$ cat src/rtl/uart_peripheral.sv
// Memory-mapped UART: 4-entry TX FIFO, single-byte RX holding register,
// programmable bit period and a level interrupt, all on one clock.
module uart_peripheral #(
    parameter logic [31:0] base_address = 32'h40E0
) (
    input  logic        clk,
    input  logic        reset,
    output logic [31:0] data_bus_read,
    input  logic [31:0] data_bus_write,
    input  logic        data_bus_select,
    input  logic [31:0] data_bus_addr,
    input  logic [1:0]  data_bus_mode,
    input  logic        uart_rx,
    output logic        uart_tx,
    output logic        uart_irq
);

    typedef enum logic [1:0] {ST_IDLE, ST_START, ST_DATA, ST_STOP} uart_state_e;

    logic [31:0] offset;
    logic        bus_rd, bus_wr, sel_data, sel_status, sel_baud, sel_ctrl;

    assign offset     = data_bus_addr - base_address;
    assign bus_rd     = data_bus_select && (data_bus_mode == 2'b01);
    assign bus_wr     = data_bus_select && (data_bus_mode == 2'b10);
    assign sel_data   = (offset == 32'h0);
    assign sel_status = (offset == 32'h4);
    assign sel_baud   = (offset == 32'h8);
    assign sel_ctrl   = (offset == 32'hC);

    logic [15:0] baud_q, baud_d;
    logic [1:0]  ctrl_q, ctrl_d;
    logic [7:0]  rx_hold_q, rx_hold_d;
    logic        rx_valid_q, rx_valid_d, rx_ovr_q, rx_ovr_d;
    logic        frame_err_q, frame_err_d, tx_ovf_q, tx_ovf_d, irq_q, irq_d;
    logic [1:0]  wr_ptr_q, wr_ptr_d, rd_ptr_q, rd_ptr_d;
    logic [2:0]  count_q, count_d;
    logic [7:0]  fifo_mem [4];
    logic        rx_meta_q, rx_sync_q, rx_prev_q;

    uart_state_e tx_state_q, rx_state_q;
    logic [15:0] tx_cnt_q, rx_cnt_q;
    logic [2:0]  tx_bit_q, rx_bit_q;
    logic [7:0]  tx_shift_q, rx_shift_q;
    logic        tx_q;

    logic        tx_busy, tx_full, tx_empty, tx_pop, push, push_ok, data_rd;
    logic        rx_done, rx_ferr;
    logic [16:0] baud_p1;
    logic [15:0] rx_half_m1;

    assign tx_busy  = (tx_state_q != ST_IDLE);
    assign tx_full  = (count_q == 3'd4);
    assign tx_empty = (count_q == 3'd0);
    // A pop happens when the line is free: from IDLE, or at the last clock of STOP.
    assign tx_pop   = !tx_empty &&
                      ((tx_state_q == ST_IDLE) || (tx_state_q == ST_STOP && tx_cnt_q == 16'd0));
    assign push     = bus_wr && sel_data;
    assign push_ok  = push && (!tx_full || tx_pop);
    assign data_rd  = bus_rd && sel_data;

    assign rx_done  = (rx_state_q == ST_STOP) && (rx_cnt_q == 16'd0) && rx_sync_q;
    assign rx_ferr  = (rx_state_q == ST_STOP) && (rx_cnt_q == 16'd0) && !rx_sync_q;
    assign baud_p1  = {1'b0, baud_q} + 17'd1;
    assign rx_half_m1 = (baud_p1[16:1] == 16'd0) ? 16'd0 : baud_p1[16:1] - 16'd1;

    logic unused_bits;
    assign unused_bits = ^{data_bus_write[31:16], data_bus_write[2], baud_p1[0]};

    always_comb begin
        data_bus_read = '0;
        if (bus_rd) begin
            if (sel_data)   data_bus_read = {24'b0, rx_hold_q};
            if (sel_status) data_bus_read = {26'b0, frame_err_q, rx_ovr_q, tx_ovf_q,
                                             tx_busy, tx_full, rx_valid_q};
            if (sel_baud)   data_bus_read = {16'b0, baud_q};
            if (sel_ctrl)   data_bus_read = {30'b0, ctrl_q};
        end
    end

    always_comb begin
        // NOTE: every variable gets a default first so no path leaves one unassigned (no latch).
        baud_d      = baud_q;
        ctrl_d      = ctrl_q;
        rx_hold_d   = rx_hold_q;
        rx_ovr_d    = rx_ovr_q;
        frame_err_d = frame_err_q;
        tx_ovf_d    = tx_ovf_q;
        wr_ptr_d    = push_ok ? wr_ptr_q + 2'd1 : wr_ptr_q;
        rd_ptr_d    = tx_pop  ? rd_ptr_q + 2'd1 : rd_ptr_q;
        count_d     = count_q;
        case ({push_ok, tx_pop})
            2'b10:   count_d = count_q + 3'd1;
            2'b01:   count_d = count_q - 3'd1;
            default: count_d = count_q;
        endcase
        if (bus_wr && sel_baud) baud_d = data_bus_write[15:0];
        if (bus_wr && sel_ctrl) ctrl_d = data_bus_write[1:0];
        if (bus_wr && sel_status) begin
            if (data_bus_write[5]) frame_err_d = 1'b0;
            if (data_bus_write[4]) rx_ovr_d    = 1'b0;
            if (data_bus_write[3]) tx_ovf_d    = 1'b0;
        end
        // Hardware set events take priority over a same-cycle software clear.
        rx_valid_d = rx_valid_q && !data_rd;
        if (rx_done) begin
            rx_hold_d  = rx_shift_q;
            rx_valid_d = 1'b1;
            if (rx_valid_q && !data_rd) rx_ovr_d = 1'b1;
        end
        if (rx_ferr) frame_err_d = 1'b1;
        if (push && tx_full && !tx_pop) tx_ovf_d = 1'b1;
        irq_d = (ctrl_q[0] && rx_valid_q) || (ctrl_q[1] && tx_empty && !tx_busy);
    end

    always_ff @(posedge clk) begin
        // NOTE: sequential state uses non-blocking assignments so all flops update together.
        if (!reset) begin
            baud_q      <= 16'd433;
            ctrl_q      <= 2'b00;
            rx_hold_q   <= 8'h00;
            rx_valid_q  <= 1'b0;
            rx_ovr_q    <= 1'b0;
            frame_err_q <= 1'b0;
            tx_ovf_q    <= 1'b0;
            irq_q       <= 1'b0;
            wr_ptr_q    <= 2'd0;
            rd_ptr_q    <= 2'd0;
            count_q     <= 3'd0;
            rx_meta_q   <= 1'b1;
            rx_sync_q   <= 1'b1;
            rx_prev_q   <= 1'b1;
        end else begin
            baud_q      <= baud_d;
            ctrl_q      <= ctrl_d;
            rx_hold_q   <= rx_hold_d;
            rx_valid_q  <= rx_valid_d;
            rx_ovr_q    <= rx_ovr_d;
            frame_err_q <= frame_err_d;
            tx_ovf_q    <= tx_ovf_d;
            irq_q       <= irq_d;
            wr_ptr_q    <= wr_ptr_d;
            rd_ptr_q    <= rd_ptr_d;
            count_q     <= count_d;
            rx_meta_q   <= uart_rx;
            rx_sync_q   <= rx_meta_q;
            rx_prev_q   <= rx_sync_q;
        end
    end

    // NOTE: FIFO storage is not reset; the pointers and count alone define which entries are valid.
    always_ff @(posedge clk) begin
        if (push_ok) fifo_mem[wr_ptr_q] <= data_bus_write[7:0];
    end

    always_ff @(posedge clk) begin
        if (!reset) begin
            tx_state_q <= ST_IDLE;
            tx_cnt_q   <= 16'd0;
            tx_bit_q   <= 3'd0;
            tx_shift_q <= 8'h00;
            tx_q       <= 1'b1;
        end else begin
            case (tx_state_q)
                ST_IDLE: if (tx_pop) begin
                    tx_state_q <= ST_START;
                    tx_q       <= 1'b0;
                    tx_cnt_q   <= baud_q;
                    tx_shift_q <= fifo_mem[rd_ptr_q];
                end
                ST_START: if (tx_cnt_q == 16'd0) begin
                    tx_state_q <= ST_DATA;
                    tx_q       <= tx_shift_q[0];
                    tx_cnt_q   <= baud_q;
                    tx_bit_q   <= 3'd0;
                end else tx_cnt_q <= tx_cnt_q - 16'd1;
                ST_DATA: if (tx_cnt_q == 16'd0) begin
                    tx_cnt_q <= baud_q;
                    if (tx_bit_q == 3'd7) begin
                        tx_state_q <= ST_STOP;
                        tx_q       <= 1'b1;
                    end else begin
                        tx_bit_q   <= tx_bit_q + 3'd1;
                        tx_shift_q <= tx_shift_q >> 1;
                        tx_q       <= tx_shift_q[1];
                    end
                end else tx_cnt_q <= tx_cnt_q - 16'd1;
                ST_STOP: if (tx_cnt_q == 16'd0) begin
                    if (tx_pop) begin
                        tx_state_q <= ST_START;
                        tx_q       <= 1'b0;
                        tx_cnt_q   <= baud_q;
                        tx_shift_q <= fifo_mem[rd_ptr_q];
                    end else tx_state_q <= ST_IDLE;
                end else tx_cnt_q <= tx_cnt_q - 16'd1;
                default: tx_state_q <= ST_IDLE;
            endcase
        end
    end

    always_ff @(posedge clk) begin
        if (!reset) begin
            rx_state_q <= ST_IDLE;
            rx_cnt_q   <= 16'd0;
            rx_bit_q   <= 3'd0;
            rx_shift_q <= 8'h00;
        end else begin
            case (rx_state_q)
                ST_IDLE: if (rx_prev_q && !rx_sync_q) begin
                    rx_state_q <= ST_START;
                    rx_cnt_q   <= rx_half_m1;
                end
                // Start bit re-checked mid-bit; a high level here was a glitch.
                ST_START: if (rx_cnt_q == 16'd0) begin
                    rx_state_q <= rx_sync_q ? ST_IDLE : ST_DATA;
                    rx_cnt_q   <= baud_q;
                    rx_bit_q   <= 3'd0;
                end else rx_cnt_q <= rx_cnt_q - 16'd1;
                ST_DATA: if (rx_cnt_q == 16'd0) begin
                    rx_shift_q <= {rx_sync_q, rx_shift_q[7:1]};
                    rx_cnt_q   <= baud_q;
                    rx_bit_q   <= rx_bit_q + 3'd1;
                    if (rx_bit_q == 3'd7) rx_state_q <= ST_STOP;
                end else rx_cnt_q <= rx_cnt_q - 16'd1;
                ST_STOP: if (rx_cnt_q == 16'd0) rx_state_q <= ST_IDLE;
                         else rx_cnt_q <= rx_cnt_q - 16'd1;
                default: rx_state_q <= ST_IDLE;
            endcase
        end
    end

    assign uart_tx  = tx_q;
    assign uart_irq = irq_q;

endmodule

$ cat config.mk
export PLATFORM = sky130hd
export DESIGN_NAME = uart_peripheral
export DESIGN_NICKNAME = d
export VERILOG_FILES = /design/src/rtl/uart_peripheral.sv
export SDC_FILE = /design/constraint.sdc
export NUM_CORES = 1
export LEC_CHECK = 0
export ABC_CLOCK_PERIOD_IN_PS = 4000
export CORE_AREA = 2 2 150 152
export DETAILED_ROUTE_END_ITERATION = 6
export DIE_AREA = 0 0 152 154
export SLEW_MARGIN = 15
export SYNTH_ARGS = -nofsm -noshare
export SYNTH_HDL_FRONTEND = slang
export SYNTH_SLANG_ARGS = --single-unit
$ cat constraint.sdc
create_clock -name clk -period 4 [get_ports clk]
set_input_delay 0.4 -clock clk [delete_from_list [all_inputs] [get_ports clk]]
set_output_delay 0.4 -clock clk [all_outputs]
set_load 0.005 [all_outputs]
==> results.txt, run 1 <==
----------------------------------------------------
[Synth]
  Share of the synthesized area in the top cell type ... 0.2378
  Flip-flop cell with the highest count after synthesis ... dfxtp_1
  Synth Area per Inst ... 8.527 um^2
  Cells after Synth ... 1,007
  Netlist area before placement ... 8587 um^2
  Portion of the post-synthesis area used by sequential elements ... 0.3497
  Count of different cell masters after synthesis ... 84
  Top cells by area, synth ... dfxtp_1, edfxtp_1, mux2i_1
  Count leader, synth ... nor2_1
  Leading post-synthesis cells by instance count ... nor2_1, dfxtp_1, nand2_1
  Share of synthesized flip-flops with an asynchronous set or reset ... 0
  Largest area contributor in the synthesized netlist ... dfxtp_1
  Count of state elements after synthesis ... 134
  Count of synthesis-stage warnings from yosys ... 0
  Count of flip-flops with a built-in enable after synthesis ... 32

[Placement]
  Total half-perimeter wirelength after legalization and detailed placement ... 15,790 um
  # port buffers ... 71
  Final RePlAce weighted congestion ... 0.8097
  Placed Area ... 9671 um^2

[Global route]
  Wire length of the first global-routing pass ... 36,780 um
  Pin count of the biggest net entering global routing ... 39
  GRT overflow ... 0
  Number of antenna violations at the first check in global routing ... 0
  Total global routing track utilization ... 0.1925
  Via count of the first global-routing pass ... 7,196

[Drt]
  Final WL ... 22,730 um
  Drt wl/cell ... 16.62 um
  Number of remaining DRC errors ... 0
  Router iterations before antenna repair ... 5
  Residual antenna-violating net count after detailed routing ... 0
  Routed via count ... 7,603
  Vias per cell ... 5.558
  Number of DRC markers in iteration 0 ... 579

[Worst setup path]
  Category of the worst setup path launch point ... primary input
  Slowest library cell on the worst path ... clkdlybuf4s50_1
  Most repeated library cell on the critical path ... clkdlybuf4s50_1
  Cells traversed along the worst timing path ... clkdlybuf4s50_1 -> ha_1 -> nor4b_2 -> nand4_1 -> a2111oi_4 -> and3_4 -> nand3_4 -> or4_4 -> nor3_4 -> and2_1 -> clkdlybuf4s50_1
  Crit path max fanout ... 2
  Buffers and inverters on the worst path ... 2
  Max stage delay on crit path ... 0.52 ns
  Cell family with most CP delay ... simple AND/OR/NAND/NOR gates
  Endpoint kind of the worst setup timing path ... primary output
  Startpoint-to-endpoint class of the critical path ... in2out
  Data required time at the worst endpoint ... 3.60 ns
  WP data arrival ... 3.46 ns
  Setup slack on the worst flop-to-flop path ... 0.83 ns

[Cells and area]
  Fin area ... 10,350 um^2
  Area grow syn2layout ... 20.49%
  Antenna cell count ... 0
  Fraction of layout cells with a size suffix above 1 ... 0.1149
  Layout net count ... 1,169
  Final core utilization ... 0.4770

[Floorplan]
  Die area ... 23,410 um^2
  Number of rows created at floorplan ... 54
  Starting density of the core ... 0.3959
  Ports ... 104
  Die Ht ... 154 um
  Total core area ... 21,690 um^2
  Chip Width ... 152 um

[Timing]
  Setup clock skew after layout ... 0.01203 ns
  Worst Tran Pin Value ... 0.7320 ns
  Post-layout min period ... 3.857 ns
  Final hold violation count ... 0
  Max transition margin ... 0.5120
  Setup repair after global routing missed its margin ... false
  Count of final setup violators ... 0
  Final Hold Slack ... 0.4083 ns
  Count of final max-slew check failures ... 0
  Highest attainable clock frequency ... 259.2 MHz
  Share of the clock period used by the worst path after layout ... 0.9643

[Clock tree]
  Clk buf depth ... 2
  CTS hold repair buffers ... 0
  Num CTS Buffers ... 17
  Root Buffer Master ... clkbuf_16
  CTS tree ... built
  Clock insertion delay at the later pin of the skew report ... 0.43 ns
  Clock transition at the register clock pins on the worst setup and hold paths after CTS ... 0.06 ns
  Level count of the clock H-tree ... 4
  Sink count of the clock tree ... 134
  Buffer count from post-CTS setup fixing ... 0

[Power]
  Clock network power share ... 0.428
  Proportion of power drawn by flip-flops and latches ... 0.384
  Worst VDD drop ... 0.3026 mV
  Power spent charging and discharging nets ... 1.136 mW
  Switching fraction of total power ... 0.2959
  Areal power density over the cells ... 371.0 nW/um^2
  Leakage power ... 3.974 nW
  P_int ... 2.703 mW
  Part of the total power dissipated in combinational logic ... 0.188

[Outcome]
  Result of the run ... finished clean

[Worst hold path]
  Worst hold path class ... reg2reg

[Flow run]
  Number of max-capacitance violations reported ... 0

----------------------------------------------------
## layout make-up
class,count,area [um^2]
multi-input cells,772,5166
inverters,30,112.6
flip-flops and latches,134,3003
clock inverters,11,135.1
fillers,2070,11340
clock buffers,21,473.0
repair buffers,120,1106
well taps,280,350.3
## cell usage in the layout (no fill, tap or decap), types with 9 or more instances in the layout
| cell type | count |
|---|---|
| a211oi_1 | 20 |
| or3_1 | 16 |
| nand2_1 | 96 |
| a21oi_1 | 79 |
| edfxtp_1 | 32 |
| xor2_1 | 15 |
| nor4_1 | 11 |
| ha_1 | 23 |
| and3_1 | 12 |
| nand3_1 | 21 |
| buf_4 | 47 |
| nor3_1 | 17 |
| xnor2_1 | 28 |
| conb_1 | 16 |
| mux4_2 | 9 |
| a22oi_1 | 20 |
| dlymetal6s2s_1 | 10 |
| inv_1 | 29 |
| mux2i_1 | 47 |
| a31oi_1 | 10 |
| nor2_1 | 106 |
| clkdlybuf4s50_1 | 57 |
| clkbuf_16 | 18 |
| and2_1 | 19 |
| dfxtp_1 | 102 |
| o21ai_0 | 44 |
| nand4_1 | 13 |
## flip-flops by register name (all words and copies together), names as in the netlist, 2 cells and up, named ones only
name	count
tx_cnt_q	16
count_q	3
tx_shift_q	8
rx_cnt_q	16
rx_hold_q	8
rd_ptr_q	2
baud_q	16
fifo_mem	32
rx_bit_q	3
ctrl_q	2
tx_bit_q	3
wr_ptr_q	2
tx_state_q	2
rx_shift_q	8
## worst paths after layout
check,start,cells after the start,end
setup / recovery,data_bus_addr[6],11,data_bus_read[15]
hold / removal,rx_meta_q,1,rx_sync_q
setup reg to reg,baud_q[1],10,rx_cnt_q[1]
hold reg to reg,rx_meta_q,1,rx_sync_q
## cell families (layout without fill, tap and decap cells)
| kind of cell | after synthesis | in the layout | share of synthesized area |
|---|---|---|---|
| AO/OA/AOI/OAI | 261 | 261 | 0.2022 |
| XOR/XNOR | 43 | 43 | 0.04386 |
| adder cells (fa/ha/maj) | 24 | 24 | 0.03584 |
| buffers and inverters | 116 | 182 | 0.06163 |
| flip-flops | 134 | 134 | 0.3497 |
| multiplexers | 58 | 58 | 0.08101 |
| other | 1 | 16 | 0.0004367 |
| AND/OR/NAND/NOR | 370 | 370 | 0.2253 |
## power by group through the flow
stage | combinational (mW) | clock [mW] | sequential [mW]
2_1_floorplan | 0.511 | 0 | 1.49
3_3_place_gp | 0.715 | 0 | 1.50
3_5_place_dp | 0.717 | 0 | 1.50
4_1_cts | 0.722 | 1.66 | 1.47
5_1_grt | 0.804 | 1.73 | 1.48
6_report | 0.722 | 1.64 | 1.48
## metal layers
metal  global-route usage  vias to the layer above  routed length (um)
met5                    0                        -                   0
met4              0.05652                        0                 299
met3              0.03298                       26                 806
met2               0.3230                      150               10730
met1               0.2551                     3638               10890
li1                     -                     3789                   -
## timing repair
item	CTS	global route
setup endpoints to repair	16	13
pin swaps	7	1
resized for setup	10	12
## stage by stage
step           worst slack [ns]  instances  power [mW]  setup TNS (ns)
4_1_cts                 0.04747       1368       3.860               0
3_5_place_dp            -0.2483       1336       2.221          -3.227
6_report                 0.1427       1368       3.839               0
3_3_place_gp            -0.2422       1336       2.219          -3.065
5_1_grt                 0.02438       1368       4.013               0
2_1_floorplan            0.9725       1022       2.003               0
## worst reg2reg max path, stage by stage, from the launching register on
cell and delay, ns:
dfxtp_1 0.52, ha_1 0.37, xnor2_1 0.16, ha_1 0.26
inv_1 0.07, a311oi_1 0.27, buf_4 0.19, o2111ai_1 0.26
o21ai_0 0.58, o221ai_1 0.21, o211a_1 0.18
Power figures use the tool's default switching activity.
==> inputs of run 2 (changes only) <==
CTS_CLUSTER_SIZE = 10   (was unset)
RECOVER_POWER = 100   (was unset)
==> results.txt, run 2 (synthesis gave the netlist of run 1 again) <==
----------------------------------------------------
[Outcome]
  Result of the run ... complete, but fails checks
  Violated checks ... max-capacitance violations, max-slew violations

[Placement]
  Total half-perimeter wirelength after legalization and detailed placement ... 15,790 um
  Placed Area ... 9671 um^2
  Final RePlAce weighted congestion ... 0.8097
  # port buffers ... 71

[Cells and area]
  Fraction of layout cells with a size suffix above 1 ... 0.1057
  Layout net count ... 1,169
  Area grow syn2layout ... 19.99%
  Number of fill cells in the layout ... 2,082
  Largest register FFs ... 32
  Commonest cells after routing, fill and taps aside ... nor2_1, dfxtp_1, nand2_1
  Most common library cell in the layout ignoring fill and taps ... nor2_1
  Fin area ... 10,300 um^2
  Top reg by flops ... fifo_mem
  Antenna cell count ... 0
  Final core utilization ... 0.4751

[Power]
  Areal power density over the cells ... 372.1 nW/um^2
  Leakage power ... 3.944 nW
  Worst VDD drop ... 0.3019 mV

[Worst setup path]
  Endpoint kind of the worst setup timing path ... primary output
  Cells traversed along the worst timing path ... clkdlybuf4s50_1 -> ha_1 -> nor4b_2 -> nand4_1 -> a2111oi_4 -> and3_4 -> nand3_4 -> or4_4 -> buf_6 -> nor2_1 -> dlygate4sd3_1
  WP data arrival ... 3.44 ns
  Data required time at the worst endpoint ... 3.60 ns
  Slowest library cell on the worst path ... dlygate4sd3_1
  Cell family with most CP delay ... simple AND/OR/NAND/NOR gates
  Setup slack on the worst flop-to-flop path ... 0.49 ns
  Crit path max fanout ... 11
  Buffers and inverters on the worst path ... 3
  Max stage delay on crit path ... 0.58 ns
  Category of the worst setup path launch point ... primary input
  Startpoint-to-endpoint class of the critical path ... in2out

[Clock tree]
  Buffer count from post-CTS setup fixing ... 0
  Num CTS Buffers ... 17
  Clock insertion delay at the later pin of the skew report ... 0.43 ns
  Sink count of the clock tree ... 134
  Clock transition at the register clock pins on the worst setup and hold paths after CTS ... 0.06 ns
  Level count of the clock H-tree ... 4
  Clk buf depth ... 2
  CTS tree ... built
  Root Buffer Master ... clkbuf_16

[Drt]
  Router iterations before antenna repair ... 5
  Drt wl/cell ... 16.60 um
  Routed via count ... 7,599
  Final WL ... 22,710 um
  Residual antenna-violating net count after detailed routing ... 0
  Number of DRC markers in iteration 0 ... 505
  Number of remaining DRC errors ... 0
  Vias per cell ... 5.555

[Timing]
  Final Hold Slack ... 0.4081 ns
  Share of the clock period used by the worst path after layout ... 0.9596
  Post-layout min period ... 3.838 ns
  Worst Tran Pin Value ... 1.939 ns
  Max transition margin ... -0.2928
  Setup repair after global routing missed its margin ... false
  Count of final max-slew check failures ... 36
  Highest attainable clock frequency ... 260.5 MHz
  Setup clock skew after layout ... 0.01213 ns
  Final hold violation count ... 0
  Count of final setup violators ... 0

[Worst hold path]
  Worst hold path class ... reg2reg

[Floorplan]
  Die Ht ... 154 um
  Number of rows created at floorplan ... 54
  Die area ... 23,410 um^2
  Starting density of the core ... 0.3959
  Total core area ... 21,690 um^2
  Ports ... 104
  Chip Width ... 152 um

[Global route]
  Pin count of the biggest net entering global routing ... 39
  Total global routing track utilization ... 0.1925
  GRT overflow ... 0
  Wire length of the first global-routing pass ... 36,780 um
  Via count of the first global-routing pass ... 7,196
  Number of antenna violations at the first check in global routing ... 0

[Flow run]
  Number of max-capacitance violations reported ... 1

----------------------------------------------------
## run 2: cell count changes in the layout (fill, tap and decap cells not counted), moves of 6 or more
cell | previous run | this run
buf_4 | 47 | 40
dlygate4sd3_1 | 0 | 12
clkdlybuf4s50_1 | 57 | 45
and2_0 | 0 | 8
clkbuf_1 | 1 | 7
and2_1 | 19 | 11
## run 2: routing by layer
metal	vias to the layer above	global-route usage	share of wire
li1	3788	-	-
met1	3633	0.2551	0.48
met2	147	0.3230	0.47
met3	31	0.03298	0.034
met4	0	0.05652	0.012
met5	-	0	0
## run 2: stage by stage
stage | TNS, ns | setup slack, ns | cells | power [mW]
6_report | 0 | 0.1618 | 1368 | 3.834
5_1_grt | 0 | 0.04160 | 1368 | 4.007
4_1_cts | 0 | 0.04747 | 1368 | 3.860
3_5_place_dp | -3.227 | -0.2483 | 1336 | 2.221
3_3_place_gp | -3.065 | -0.2422 | 1336 | 2.219
2_1_floorplan | 0 | 0.9725 | 1022 | 2.003
## run 2: repair_timing
| action | 4_1_cts | 5_1_grt |
|---|---|---|
| pin swaps | 7 | 1 |
| hold buffers | 0 | 0 |
| gates resized for setup | 10 | 12 |
| endpoints found under the setup margin | 16 | 13 |
## run 2: final timing paths
| path | from | to | cells after the start |
|---|---|---|---|
| worst max-delay path | data_bus_addr[6] | data_bus_read[4] | 11 |
| worst min-delay path | rx_meta_q | rx_sync_q | 1 |
| worst max register to register | tx_cnt_q[0] | fifo_mem[0][0] | 10 |
| worst min register to register | rx_meta_q | rx_sync_q | 1 |
## run 2: area by class of cell
cell class | instances | area (um^2) | share of cell area
repair buffers | 120 | 1077 | 0.1046
well taps | 280 | 350.3 | 0.03400
clock buffers | 21 | 473.0 | 0.04590
inverters | 30 | 112.6 | 0.01093
flip-flops and latches | 134 | 3003 | 0.2914
multi-input cells | 772 | 5152 | 0.5001
clock inverters | 11 | 135.1 | 0.01311
## run 2: power breakdown
part | total (mW) | internal [mW] | switching, mW
Sequential | 1.48 | 1.42 | 0.0502
Combinational | 0.717 | 0.285 | 0.432
Clock | 1.64 | 0.988 | 0.655
## run 2: worst reg2reg max path: stages, from the launching register on
cell and delay (ns):
dfxtp_1 0.36, inv_1 0.08, ha_1 0.20, nor3b_1 0.54, and3_1 0.37, a41oi_1 0.30
nand4_1 0.24, nand2_1 0.08, nor3_1 0.14, clkbuf_1 0.26, and2_0 0.58
==> inputs of run 3 (changes only) <==
CORE_AREA = 2 2 126 128   (was 2 2 150 152)
DIE_AREA = 0 0 128 130   (was 0 0 152 154)
PLACE_DENSITY = 0.8   (was unset)
SLEW_MARGIN = 20   (was 15)
==> results.txt, run 3 (synthesis gave the netlist of run 1 again) <==
----------------------------------------------------
[Power]
  Worst VDD drop ... 0.2976 mV
  Areal power density over the cells ... 368.1 nW/um^2
  Proportion of power drawn by flip-flops and latches ... 0.395
  Leakage power ... 3.881 nW
  Clock network power share ... 0.414
  P_int ... 2.628 mW
  Part of the total power dissipated in combinational logic ... 0.191
  Switching fraction of total power ... 0.2972
  Overall Power ... 3.739 mW
  Power spent charging and discharging nets ... 1.111 mW

[Cells and area]
  Antenna cell count ... 0
  Largest register FFs ... 32
  Commonest cells after routing, fill and taps aside ... nor2_1, dfxtp_1, nand2_1
  Top reg by flops ... fifo_mem
  Layout net count ... 1,165
  Most common library cell in the layout ignoring fill and taps ... nor2_1
  Area grow syn2layout ... 18.29%
  Fraction of layout cells with a size suffix above 1 ... 0.1024

[Timing]
  Max transition margin ... -0.1866
  Post-layout min period ... 3.887 ns
  Setup clock skew after layout ... 0.01155 ns
  Final Hold Slack ... 0.4154 ns
  Worst Tran Pin Value ... 1.780 ns
  Setup repair after global routing missed its margin ... false
  Highest attainable clock frequency ... 257.3 MHz
  Final hold violation count ... 0
  Count of final setup violators ... 0
  Share of the clock period used by the worst path after layout ... 0.9717
  Total negative slack ... 0 ns
  Final setup margin ... 0.1133 ns
  Count of final max-slew check failures ... 36

[Outcome]
  Violated checks ... max-capacitance violations, max-slew violations
  Result of the run ... complete, but fails checks

[Clock tree]
  Num CTS Buffers ... 17
  CTS tree ... built
  Level count of the clock H-tree ... 4
  Clock transition at the register clock pins on the worst setup and hold paths after CTS ... 0.06 ns
  Clk buf depth ... 2
  Clock insertion delay at the later pin of the skew report ... 0.43 ns
  Root Buffer Master ... clkbuf_16
  Sink count of the clock tree ... 134

[Floorplan]
  Die Ht ... 130 um
  Die area ... 16,640 um^2
  Chip Width ... 128 um
  Starting density of the core ... 0.5567
  Total core area ... 15,420 um^2
  Ports ... 104
  Number of rows created at floorplan ... 46

[Worst setup path]
  Max stage delay on crit path ... 0.50 ns
  Crit path max fanout ... 6
  Most repeated library cell on the critical path ... clkdlybuf4s50_1
  Data required time at the worst endpoint ... 3.60 ns
  Reg2reg start ... tx_cnt_q[0]
  Category of the worst setup path launch point ... primary input
  Startpoint-to-endpoint class of the critical path ... in2out
  WP data arrival ... 3.49 ns
  Cells traversed along the worst timing path ... clkdlybuf4s50_1 -> ha_1 -> nor4b_2 -> nand4_1 -> a2111oi_4 -> and3_4 -> nand3_4 -> or4_4 -> nor3_4 -> buf_6 -> and2_1 -> clkdlybuf4s50_1
  Slowest library cell on the worst path ... clkdlybuf4s50_1
  Endpoint kind of the worst setup timing path ... primary output
  Crit. Startpoint ... data_bus_addr[5]

[Worst hold path]
  Worst hold path class ... reg2reg
  Hold path startpoint ... rx_meta_q

[Global route]
  GRT overflow ... 0
  Number of antenna violations at the first check in global routing ... 0
  Pin count of the biggest net entering global routing ... 42
  GR Util met1 ... 0.3539
  Global Route met3 Usage ... 0.05535
  Total global routing track utilization ... 0.2680
  Layer with the highest usage ... met2
  Met2 global-route usage ... 0.4338
  Wire length of the first global-routing pass ... 35,580 um
  Via count of the first global-routing pass ... 7,076

[Drt]
  Residual antenna-violating net count after detailed routing ... 0
  Router iterations before antenna repair ... 6
  Drt wl/cell ... 17.27 um
  Number of remaining DRC errors ... 0
  Number of DRC markers in iteration 0 ... 570
  Routed via count ... 7,828
  Final WL ... 22,040 um
  Vias per cell ... 6.135

[Placement]
  Final RePlAce weighted congestion ... 0.9076
  Pre-CTS setup slack ... -0.2447 ns
  Total half-perimeter wirelength after legalization and detailed placement ... 15,070 um
  # port buffers ... 71

[Flow run]
  Number of max-capacitance violations reported ... 1

----------------------------------------------------
-- run 3: cell types whose count changed in the layout (fill, tap and decap cells not counted), sizes merged --
cell / before / now
dlymetal6s2s: 10 / 9
buf: 42 / 39
clkdlybuf4s50: 45 / 47
dlygate4sd3: 12 / 15
clkbuf: 28 / 24
clkinvlp: 0 / 3
dlygate4sd2: 4 / 0
inv: 36 / 34
clkinv: 3 / 5
-- run 3: area by class of cell --
cell class / count / area, um^2
Fill cell: 1207 / 5268
Multi-Input combinational cell: 772 / 5164
Sequential cell: 134 / 3003
Timing Repair Buffer: 116 / 1057
Clock buffer: 18 / 429.2
Tap cell: 192 / 240.2
Clock inverter: 14 / 151.4
Inverter: 30 / 112.6
-- run 3: stage by stage --
step | utilization | cells | cell area [um^2]
finish | 0.6585 | 1276 | 10160
global route | 0.6585 | 1276 | 10160
CTS | 0.6562 | 1275 | 10120
detailed placement | 0.6164 | 1241 | 9508
global placement | 0.6164 | 1241 | 9508
floorplan | - | 1022 | 8643
-- run 3: metal layers --
metal,wire length [um],vias to the layer above
li1,-,3790
met3,1279,43
met2,10470,270
met1,9744,3725
met5,0,-
met4,541,0
-- run 3: critical path: cells and delay by family --
family / cells / cell delay (ns)
adder cells (fa/ha/maj): 1 / 0.24
AO/OA/AOI/OAI: 1 / 0.24
AND/OR/NAND/NOR: 7 / 1.47
buffers and inverters: 3 / 1.14
-- run 3: what timing repair did --
action | in CTS | in global routing
setup buffers | 2 | 1
pin swaps | 8 | 4
gates resized for setup | 4 | 15
endpoints found under the setup margin | 16 | 13
hold buffers | 0 | 0
-- run 3: path summary, 6_finish.rpt --
path / endpoint / slack [ns] / cells past startpoint
max reg2reg: fifo_mem[0][1] / 0.38 / 11
min: rx_sync_q / 0.42 / 1
max: data_bus_read[9] / 0.11 / 12
min reg2reg: rx_sync_q / 0.42 / 1
-- run 3: power by group through the flow --
stage / Clock [mW] / Sequential, mW / Combinational (mW)
floorplan: 0 / 1.49 / 0.511
global route: 1.63 / 1.48 / 0.789
detailed placement: 0 / 1.50 / 0.699
global placement: 0 / 1.50 / 0.687
finish: 1.55 / 1.48 / 0.713
CTS: 1.56 / 1.47 / 0.707
==> patch (flow settings as in run 2) <==
Re-encode `uart_state_e` (4 states) as one-hot, 4 bits wide.
--- a/src/rtl/uart_peripheral.sv
+++ b/src/rtl/uart_peripheral.sv
@@ -16,5 +16,5 @@
 );
 
-    typedef enum logic [1:0] {ST_IDLE, ST_START, ST_DATA, ST_STOP} uart_state_e;
+    typedef enum logic [3:0] {ST_IDLE = 4'b0001, ST_START = 4'b0010, ST_DATA = 4'b0100, ST_STOP = 4'b1000} uart_state_e;
 
     logic [31:0] offset;
Behaviour: same outputs for any inputs over 4 cycles, from zero or initial values and one cycle with reset low; so few cycles prove little.
==> patch against run 2 <==
  * The run still ends with max-capacitance violations, max-slew violations left
  * Worst setup slack worse by 83 ps
  * Via count is 2.9% lower
  * Highest routed layer unchanged
  * Routed wire length is 7.5% lower
  * Critical endpoint is now data_bus_read[14]
  * Non-clock buffer count is 15 higher
  * Sequential cell count is 4 higher
  * Final area is 2.0% lower
  * Synthesized area is 4.3% lower
Power is not compared: it rests on default switching activity, and its combinational part moved more than twofold at a synthesized area within 25%.
==> patch: results <==
metrics = {
    "yosys": {
        "synth_xor_area_frac": 0.0426,
        "synth_commonest_cells": "dfxtp_1 (106), nand2_1 (93), nor2_1 (90)",
        "synthAdderAreaFrac": 0.0222,
        "yosysUniqueCellTypes": 85,
        "yosys-top-cells-area": "dfxtp_1 (26%), edfxtp_1 (12%), mux2i_1 (6.2%)",
        "synth_compound_area_frac": 0.176,
        "seq_area_frac_synth": 0.375,
        "ys_async_sr_fraction": 0,
        "synth_mux_area_frac": 0.0896,
    },
    "routing": {
        "drt_iter0_drc": 459,
        "met2WireLength_mm": 9.31,
        "wl_per_cell_microns": 15.8,
        "routed-wl-met3_mm": 1.21,
        "wl_met1_mm": 10.2,
        "via_per_inst": 5.55,
    },
    "timing": {
        "fin_skew_ps": 6.74,
        "worst_pin_slew_ps": 2060,
        "fmax_mhz": 255,
        "final_max_slew_viol_count": 44,
    },
    "finish": {
        "largest_reg_flops": 32,
        "drive_gt1_frac": 0.132,
        "fillerInstances": 2102,
        "layout.nets": 1119,
    },
    "place": {
        "dp_hpwl_mm": 14.9,
        "routabilityCongestion": 0.813,
        "place_ws_ps": -338,
    },
    "outcome": {
        "failed_checks": "max-capacitance violations, max-slew violations",
        "status": "finished, violations left",
    },
    "worst_setup_path": {
        "slowest_delay_ps": 550,
        "reg2reg_from": "tx_cnt_q[2]",
        "rr_endpoint": "tx_cnt_q[13]",
        "r2r_slack_ps": 420,
        "worstSetupStartpoint": "data_bus_addr[6]",
        "cp.arrival_ps": 3520,
        "slowest_stage": "or4_4",
        "cp_max_fo": 7,
        "rr_worst_depth": 8,
        "critPathCapture": "data_bus_read[14]",
    },
    "clock_tree": {
        "cts_setup_buffers": 2,
        "cts_resized": 22,
    },
    "grt": {
        "grt_use_total": 0.179,
        "grt_max_degree": 44,
        "grt_use_met3": 0.0386,
        "grt_pass1_vias": 6867,
        "use_met2": 0.278,
        "grt_first_pass_wirelength_mm": 34.8,
        "use_met1": 0.251,
    },
    "job": {
        "maxCapViolations": 1,
    },
    "hold_path": {
        "min-delay-start": "rx_meta_q",
    },
    "pwr": {
        "power.leakage_nw": 3.79,
    },
}
==> patch: changes by cell type after synthesis, sizes merged, moves of 11 or more <==
cell and delta:
a21oi -26, nor3 +14, a22oi -14, nor2 -18, inv -11
==> patch: layout make-up <==
type                    instances  area share
clock inverters                12      0.0128
flip-flops and latches        138       0.305
clock buffers                  20      0.0465
inverters                      19     0.00706
multi-input cells             724       0.474
well taps                     280      0.0347
repair buffers                135       0.119
==> patch: stage by stage <==
| stage | hold slack (ps) | area, sq um | power (mW) | util | instances |
|---|---|---|---|---|---|
| floorplan | 386 | 8270 | 1.70 | - | 955 |
| CTS | 413 | 10100 | 3.43 | 0.464 | 1327 |
| finish | 410 | 10100 | 3.40 | 0.466 | 1328 |
| global placement | 394 | 9440 | 1.83 | 0.435 | 1293 |
| global route | 438 | 10100 | 3.54 | 0.466 | 1328 |
| detailed placement | 397 | 9440 | 1.83 | 0.435 | 1293 |
